### src/rtl/citadel_key_presenter_if.sv
// Presenter-side bus: serial key ingress, comparator key/result pair, and status outputs.
interface citadel_key_presenter_if #(
    parameter int KEY_W = 8
);
    logic             ser_start;
    logic             ser_valid;
    logic             ser_data;
    logic [KEY_W-1:0] key_input;
    logic             is_authorized;
    logic             auth_ok;
    logic             auth_fail;
    logic             locked;
    logic             busy;
    logic [3:0]       fail_count;

    modport master (
        input  ser_start, ser_valid, ser_data, is_authorized,
        output key_input, auth_ok, auth_fail, locked, busy, fail_count
    );

    modport slave (
        output ser_start, ser_valid, ser_data, is_authorized,
        input  key_input, auth_ok, auth_fail, locked, busy, fail_count
    );
endinterface

### src/rtl/citadel_key_presenter.sv
// Assembles a serial candidate key, presents it to the comparator for one cycle,
// reports the verdict and enforces a failed-attempt lockout.
module citadel_key_presenter #(
    parameter int KEY_W          = 8,
    parameter int MAX_FAIL       = 3,
    parameter int LOCKOUT_CYCLES = 1024,
    parameter int BIT_TIMEOUT    = 255
) (
    input  logic                   clk,
    input  logic                   rst_n,
    citadel_key_presenter_if.master bus
);
    localparam logic [2:0] S_IDLE    = 3'd0;
    localparam logic [2:0] S_SHIFT   = 3'd1;
    localparam logic [2:0] S_PRESENT = 3'd2;
    localparam logic [2:0] S_RESULT  = 3'd3;
    localparam logic [2:0] S_LOCKOUT = 3'd4;

    localparam int BC_W = (KEY_W > 2) ? $clog2(KEY_W) : 1;
    localparam int TO_W = $clog2(BIT_TIMEOUT + 1);
    localparam int LC_W = (LOCKOUT_CYCLES > 1) ? $clog2(LOCKOUT_CYCLES) : 1;

    localparam logic [BC_W-1:0] BC_LAST  = BC_W'(KEY_W - 1);
    localparam logic [TO_W-1:0] TO_LAST  = TO_W'(BIT_TIMEOUT - 1);
    localparam logic [LC_W-1:0] LC_LAST  = LC_W'(LOCKOUT_CYCLES - 1);
    localparam logic [3:0]      FAIL_MAX = 4'(MAX_FAIL);

    logic [2:0]       state;
    logic [KEY_W-1:0] sr;
    logic [KEY_W-1:0] sr_nxt;
    logic [BC_W-1:0]  bit_cnt;
    logic [TO_W-1:0]  to_cnt;
    logic [LC_W-1:0]  lock_cnt;
    logic [KEY_W-1:0] key_q;
    logic             ok_q;
    logic             fail_q;
    logic             locked_q;
    logic [3:0]       fail_cnt;
    logic [3:0]       fail_inc;

    assign sr_nxt   = {sr[KEY_W-2:0], bus.ser_data};
    // Saturating increment; the lockout path clears the count before it could wrap.
    assign fail_inc = (fail_cnt == FAIL_MAX) ? fail_cnt : fail_cnt + 4'd1;

    always_ff @(posedge clk or negedge rst_n) begin
        if (!rst_n) begin
            state    <= S_IDLE;
            sr       <= '0;
            bit_cnt  <= '0;
            to_cnt   <= '0;
            lock_cnt <= '0;
            key_q    <= '0;
            ok_q     <= 1'b0;
            fail_q   <= 1'b0;
            locked_q <= 1'b0;
            fail_cnt <= '0;
        end else begin
            case (state)
                S_IDLE: begin
                    if (bus.ser_start) begin
                        state   <= S_SHIFT;
                        sr      <= '0;
                        bit_cnt <= '0;
                        to_cnt  <= '0;
                    end
                end
                S_SHIFT: begin
                    if (bus.ser_start) begin
                        sr      <= '0;
                        bit_cnt <= '0;
                        to_cnt  <= '0;
                    end else if (bus.ser_valid) begin
                        sr      <= sr_nxt;
                        bit_cnt <= bit_cnt + 1'b1;
                        to_cnt  <= '0;
                        // Key register loads with the final bit so it is live exactly in PRESENT.
                        if (bit_cnt == BC_LAST) begin
                            state <= S_PRESENT;
                            key_q <= sr_nxt;
                        end
                    end else begin
                        to_cnt <= to_cnt + 1'b1;
                        if (to_cnt == TO_LAST) begin
                            state  <= S_RESULT;
                            fail_q <= 1'b1;
                        end
                    end
                end
                S_PRESENT: begin
                    key_q  <= '0;
                    sr     <= '0;
                    ok_q   <= bus.is_authorized;
                    fail_q <= ~bus.is_authorized;
                    state  <= S_RESULT;
                end
                S_RESULT: begin
                    ok_q   <= 1'b0;
                    fail_q <= 1'b0;
                    if (ok_q) begin
                        fail_cnt <= '0;
                        state    <= S_IDLE;
                    end else begin
                        fail_cnt <= fail_inc;
                        if (fail_inc == FAIL_MAX) begin
                            state    <= S_LOCKOUT;
                            locked_q <= 1'b1;
                            lock_cnt <= '0;
                        end else begin
                            state <= S_IDLE;
                        end
                    end
                end
                S_LOCKOUT: begin
                    if (lock_cnt == LC_LAST) begin
                        state    <= S_IDLE;
                        locked_q <= 1'b0;
                        fail_cnt <= '0;
                    end else begin
                        lock_cnt <= lock_cnt + 1'b1;
                    end
                end
                default: state <= S_IDLE;
            endcase
        end
    end

    assign bus.key_input  = key_q;
    assign bus.auth_ok    = ok_q;
    assign bus.auth_fail  = fail_q;
    assign bus.locked     = locked_q;
    assign bus.busy       = (state != S_IDLE);
    assign bus.fail_count = fail_cnt;
endmodule

### src/flat_wrapper.sv
// flat-port wrapper written by rule: the top's interface ports become plain ports
module citadel_key_presenter_flat 
#(
    parameter int KEY_W          = 8,
    parameter int MAX_FAIL       = 3,
    parameter int LOCKOUT_CYCLES = 1024,
    parameter int BIT_TIMEOUT    = 255
)
  (clk, rst_n, bus_ser_start, bus_ser_valid, bus_ser_data, bus_is_authorized, bus_key_input, bus_auth_ok, bus_auth_fail, bus_locked, bus_busy, bus_fail_count);
  citadel_key_presenter_if #(.KEY_W(KEY_W)) bus_i ();
  input  logic clk;
  input  logic rst_n;
  input wire logic [$bits(bus_i.ser_start)-1:0] bus_ser_start;
  input wire logic [$bits(bus_i.ser_valid)-1:0] bus_ser_valid;
  input wire logic [$bits(bus_i.ser_data)-1:0] bus_ser_data;
  input wire logic [$bits(bus_i.is_authorized)-1:0] bus_is_authorized;
  output wire logic [$bits(bus_i.key_input)-1:0] bus_key_input;
  output wire logic [$bits(bus_i.auth_ok)-1:0] bus_auth_ok;
  output wire logic [$bits(bus_i.auth_fail)-1:0] bus_auth_fail;
  output wire logic [$bits(bus_i.locked)-1:0] bus_locked;
  output wire logic [$bits(bus_i.busy)-1:0] bus_busy;
  output wire logic [$bits(bus_i.fail_count)-1:0] bus_fail_count;
  assign bus_i.ser_start = bus_ser_start;
  assign bus_i.ser_valid = bus_ser_valid;
  assign bus_i.ser_data = bus_ser_data;
  assign bus_i.is_authorized = bus_is_authorized;
  assign bus_key_input = bus_i.key_input;
  assign bus_auth_ok = bus_i.auth_ok;
  assign bus_auth_fail = bus_i.auth_fail;
  assign bus_locked = bus_i.locked;
  assign bus_busy = bus_i.busy;
  assign bus_fail_count = bus_i.fail_count;
  citadel_key_presenter #(.KEY_W(KEY_W), .MAX_FAIL(MAX_FAIL), .LOCKOUT_CYCLES(LOCKOUT_CYCLES), .BIT_TIMEOUT(BIT_TIMEOUT)) u_core (.clk(clk), .rst_n(rst_n), .bus(bus_i));
endmodule
### config.mk
export PLATFORM = sky130hd
export DESIGN_NAME = citadel_key_presenter_flat
export DESIGN_NICKNAME = d
export VERILOG_FILES = /design/src/rtl/citadel_key_presenter_if.sv /design/src/rtl/citadel_key_presenter.sv /design/src/flat_wrapper.sv
export SDC_FILE = /design/constraint.sdc
export NUM_CORES = 1
export LEC_CHECK = 0
export CAP_MARGIN = 30
export CORE_MARGIN = 5
export CORE_UTILIZATION = 44
export DETAILED_ROUTE_END_ITERATION = 8
export SYNTH_ARGS = -nofsm -noshare
export SYNTH_HDL_FRONTEND = slang
export SYNTH_SLANG_ARGS = --single-unit
export TNS_END_PERCENT = 1
### constraint.sdc
create_clock -name clk -period 3.03 [get_ports clk]
set_input_delay 0.606 -clock clk [delete_from_list [all_inputs] [get_ports clk]]
set_output_delay 0.606 -clock clk [all_outputs]
set_load 0.005 [all_outputs]
==> flow_summary.yaml <==
sta:
  worst_pin_slew_ns: 0.648
  slew-limit-headroom_pct: 56.4
  slew_viol_final: 0
  holdWs_ns: 0.313
  post-route-period-util_pct: 76.9
  fin_skew_ns: 0.0116
  setup_viol: 0
  max_freq_mhz: 429
  rsz0062_at_grt: "false"
  setup_ws_ns: 0.701
  min_period_ns: 2.33
  setup-tns-final_ns: 0
  hold_viol: 0
clock_network:
  clk_latency_ns: 0.30
  numCtsBuffers: 5
  clockRootBuffer: "clkbuf_8"
  cts_resized: 0
  tritoncts: "built"
  ctsLongestPathBuffers: 2
  holdBufCountCts: 0
  post_cts_buffers: 0
  clock_sinks: 46
  cts.reportedPaths.clkPinSlew_ns: 0.09
  htreeDepth: 2
critical_path:
  start_kind: "register"
  path_cells: "or3_1 > clkdlybuf4s50_1"
  cp.required_ns: 2.42
  worst-setup-path-type: "register to primary output"
  crit_fanout: 15
  critPathArrivalTime_ns: 1.72
  reg2reg_from: "u_core.lock_cnt[0]"
  crit_start: "u_core.state[0]"
  slowest_stage: "dfrtp_1"
  endpoint_kind: "primary output"
  max_stage_delay_ns: 0.55
placement:
  dp_cells: 333
  place_area_sq_um: 2710
  hpwlAfterDp_microns: 3350
  place.gp.congestion: 0.797
  dp_slack_ns: 0.686
  port_buffers: 21
power_and_ir_drop:
  power_leakage_uw: 0.00123
  vdd_ir_drop_max_mv: 0.249
  power_density_nw_per_um2: 401
die:
  boundaryPins: 22
  initial_core_util_pct: 44.8
  core_area_sq_um: 5440
  row_count: 27
  die_w_microns: 84.4
  die_h_microns: 84.4
  die-area_sq_um: 7130
hold_path:
  min_path_type: "input pin to asynchronous set/reset pin"
yosys:
  synth_area_sq_um: 2440
  synth_fp_nets: 259
  ys_types: 51
  yosysTopAreaCellShare_pct: 47.3
  ys_warn_count: 0
  synth_edf_count: 0
  syn_inst: 247
  synth_ff_type: "dfrtp_1"
  ys_seq_area_share_pct: 47.3
  synth.avg_cell_area_sq_um: 9.86
  synth_top_cell_by_area: "dfrtp_1"
  synth_async_sr_flop_share_pct: 100
  synth_area_leaders: "dfrtp_1 47%, mux2i_1 5.8%, nand2_1 3.7%"
  ys_ff_latch: 46
drt:
  drtIter0Drc: 60
  wirelength_microns: 4730
  drc: 0
  vias_per_cell: 5.32
  drtPass1Iterations: 4
  post_drt_wl_per_cell_microns: 13.9
  ant_nets: 0
  vias: 1813
grt:
  gr-total-overflow: 0
  grtUsageTotal_pct: 14.4
  grt_pass1_vias: 1811
  grt_start_max_net_pins: 28
  antenna_found_initial: 0
  grt_pass1_wl_microns: 8470
final_layout:
  syn_to_final_growth_pct: 15.6
  final_nets: 280
  antenna_cells: 0
  layout_common_cells: "46 x dfrtp_1, 24 x nand2_1, 21 x inv_1"
  drive_gt1_share_pct: 8.18
  mostFrequentLayoutCell: "dfrtp_1"
  fillers: 531
  design_area_sq_um: 2820
  stdcell_count: 341
outcome:
  status: "finished clean"
flow_run:
  drv_cap: 0
## cells in the mapped netlist (4+ instances only)
cell type and instances:
and3_1 5, mux2i_1 14, o31ai_1 5, nor3_1 4, inv_1 21, a21o_1 4
a21oi_1 6, a31oi_1 7, nand3_1 9, dfrtp_1 46, nand2b_1 7, ha_1 6
nand2_1 24, nor2_1 16, clkbuf_1 6, o21ai_0 12
## area by class of cell
| cell class | count | area (sq um) | area share (%) |
|---|---|---|---|
| Multi-Input combinational cell | 170 | 1160 | 41.3 |
| Clock buffer | 7 | 76.3 | 2.71 |
| Tap cell | 72 | 90.1 | 3.20 |
| Clock inverter | 1 | 30.0 | 1.07 |
| Sequential cell | 46 | 1150 | 40.9 |
| Timing Repair Buffer | 24 | 228 | 8.09 |
| Inverter | 21 | 78.8 | 2.80 |
## final timing paths
| path | cells after the start | slack (ns) | endpoint |
|---|---|---|---|
| min reg2reg | 1 | 0.48 | u_core.lock_cnt[9] |
| max in group asynchronous | 2 | 2.01 | u_core.to_cnt[7] |
| max | 2 | 0.70 | bus_busy |
| min in group clk | 1 | 0.48 | u_core.lock_cnt[9] |
| max reg2reg | 5 | 1.03 | u_core.lock_cnt[8] |
| min | 1 | 0.31 | u_core.lock_cnt[4] |
## cells by family (layout without fill, tap and decap cells)
logic type | Yosys count | count (layout) | share of synthesized area, %
fa+ha+maj | 6 | 6 | 3.08
mux | 17 | 17 | 7.14
compound gates | 53 | 53 | 15.2
simple gates | 91 | 91 | 21.3
xor+xnor | 3 | 3 | 1.08
buf+inv | 31 | 53 | 5.03
flops | 46 | 46 | 47.3
## stage by stage
step / power [uW] / util [%]
after floorplan: 663 / -
after global placement: 691 / 49.8
after detailed placement: 693 / 49.8
after CTS: 1150 / 51.8
after global routing: 1180 / 51.8
final: 1130 / 51.8
## registers in the layout, summed over array words and instances, names as in the netlist
signal / flops
u_core.bus.key_input: 8
u_core.bus.fail_count: 4
u_core.bit_cnt: 3
u_core.bus.auth_ok: 1
u_core.state: 3
u_core.bus.locked: 1
u_core.sr: 7
u_core.lock_cnt: 10
u_core.bus.auth_fail: 1
u_core.to_cnt: 8
## layer usage
| layer | global-route usage, % | wire length (microns) |
|---|---|---|
| met5 | 0 | 0 |
| met3 | 3.93 | 168 |
| met4 | 3.88 | 59 |
| met2 | 23.0 | 2160 |
| met1 | 19.3 | 2340 |
## worst max-delay path: cells and delay by family (launching register included)
| kind | cells | cell delay, ns |
|---|---|---|
| buf+inv | 1 | 0.46 |
| flops | 1 | 0.55 |
| simple gates | 1 | 0.42 |
## report_power, final
part           leakage (uW)  internal, uW  switching (uW)
registers          0.000597           621            5.76
clock network     0.0000524           247             204
logic              0.000580          20.2            31.9
total               0.00123           888             242
Power figures use the tool's default switching activity.
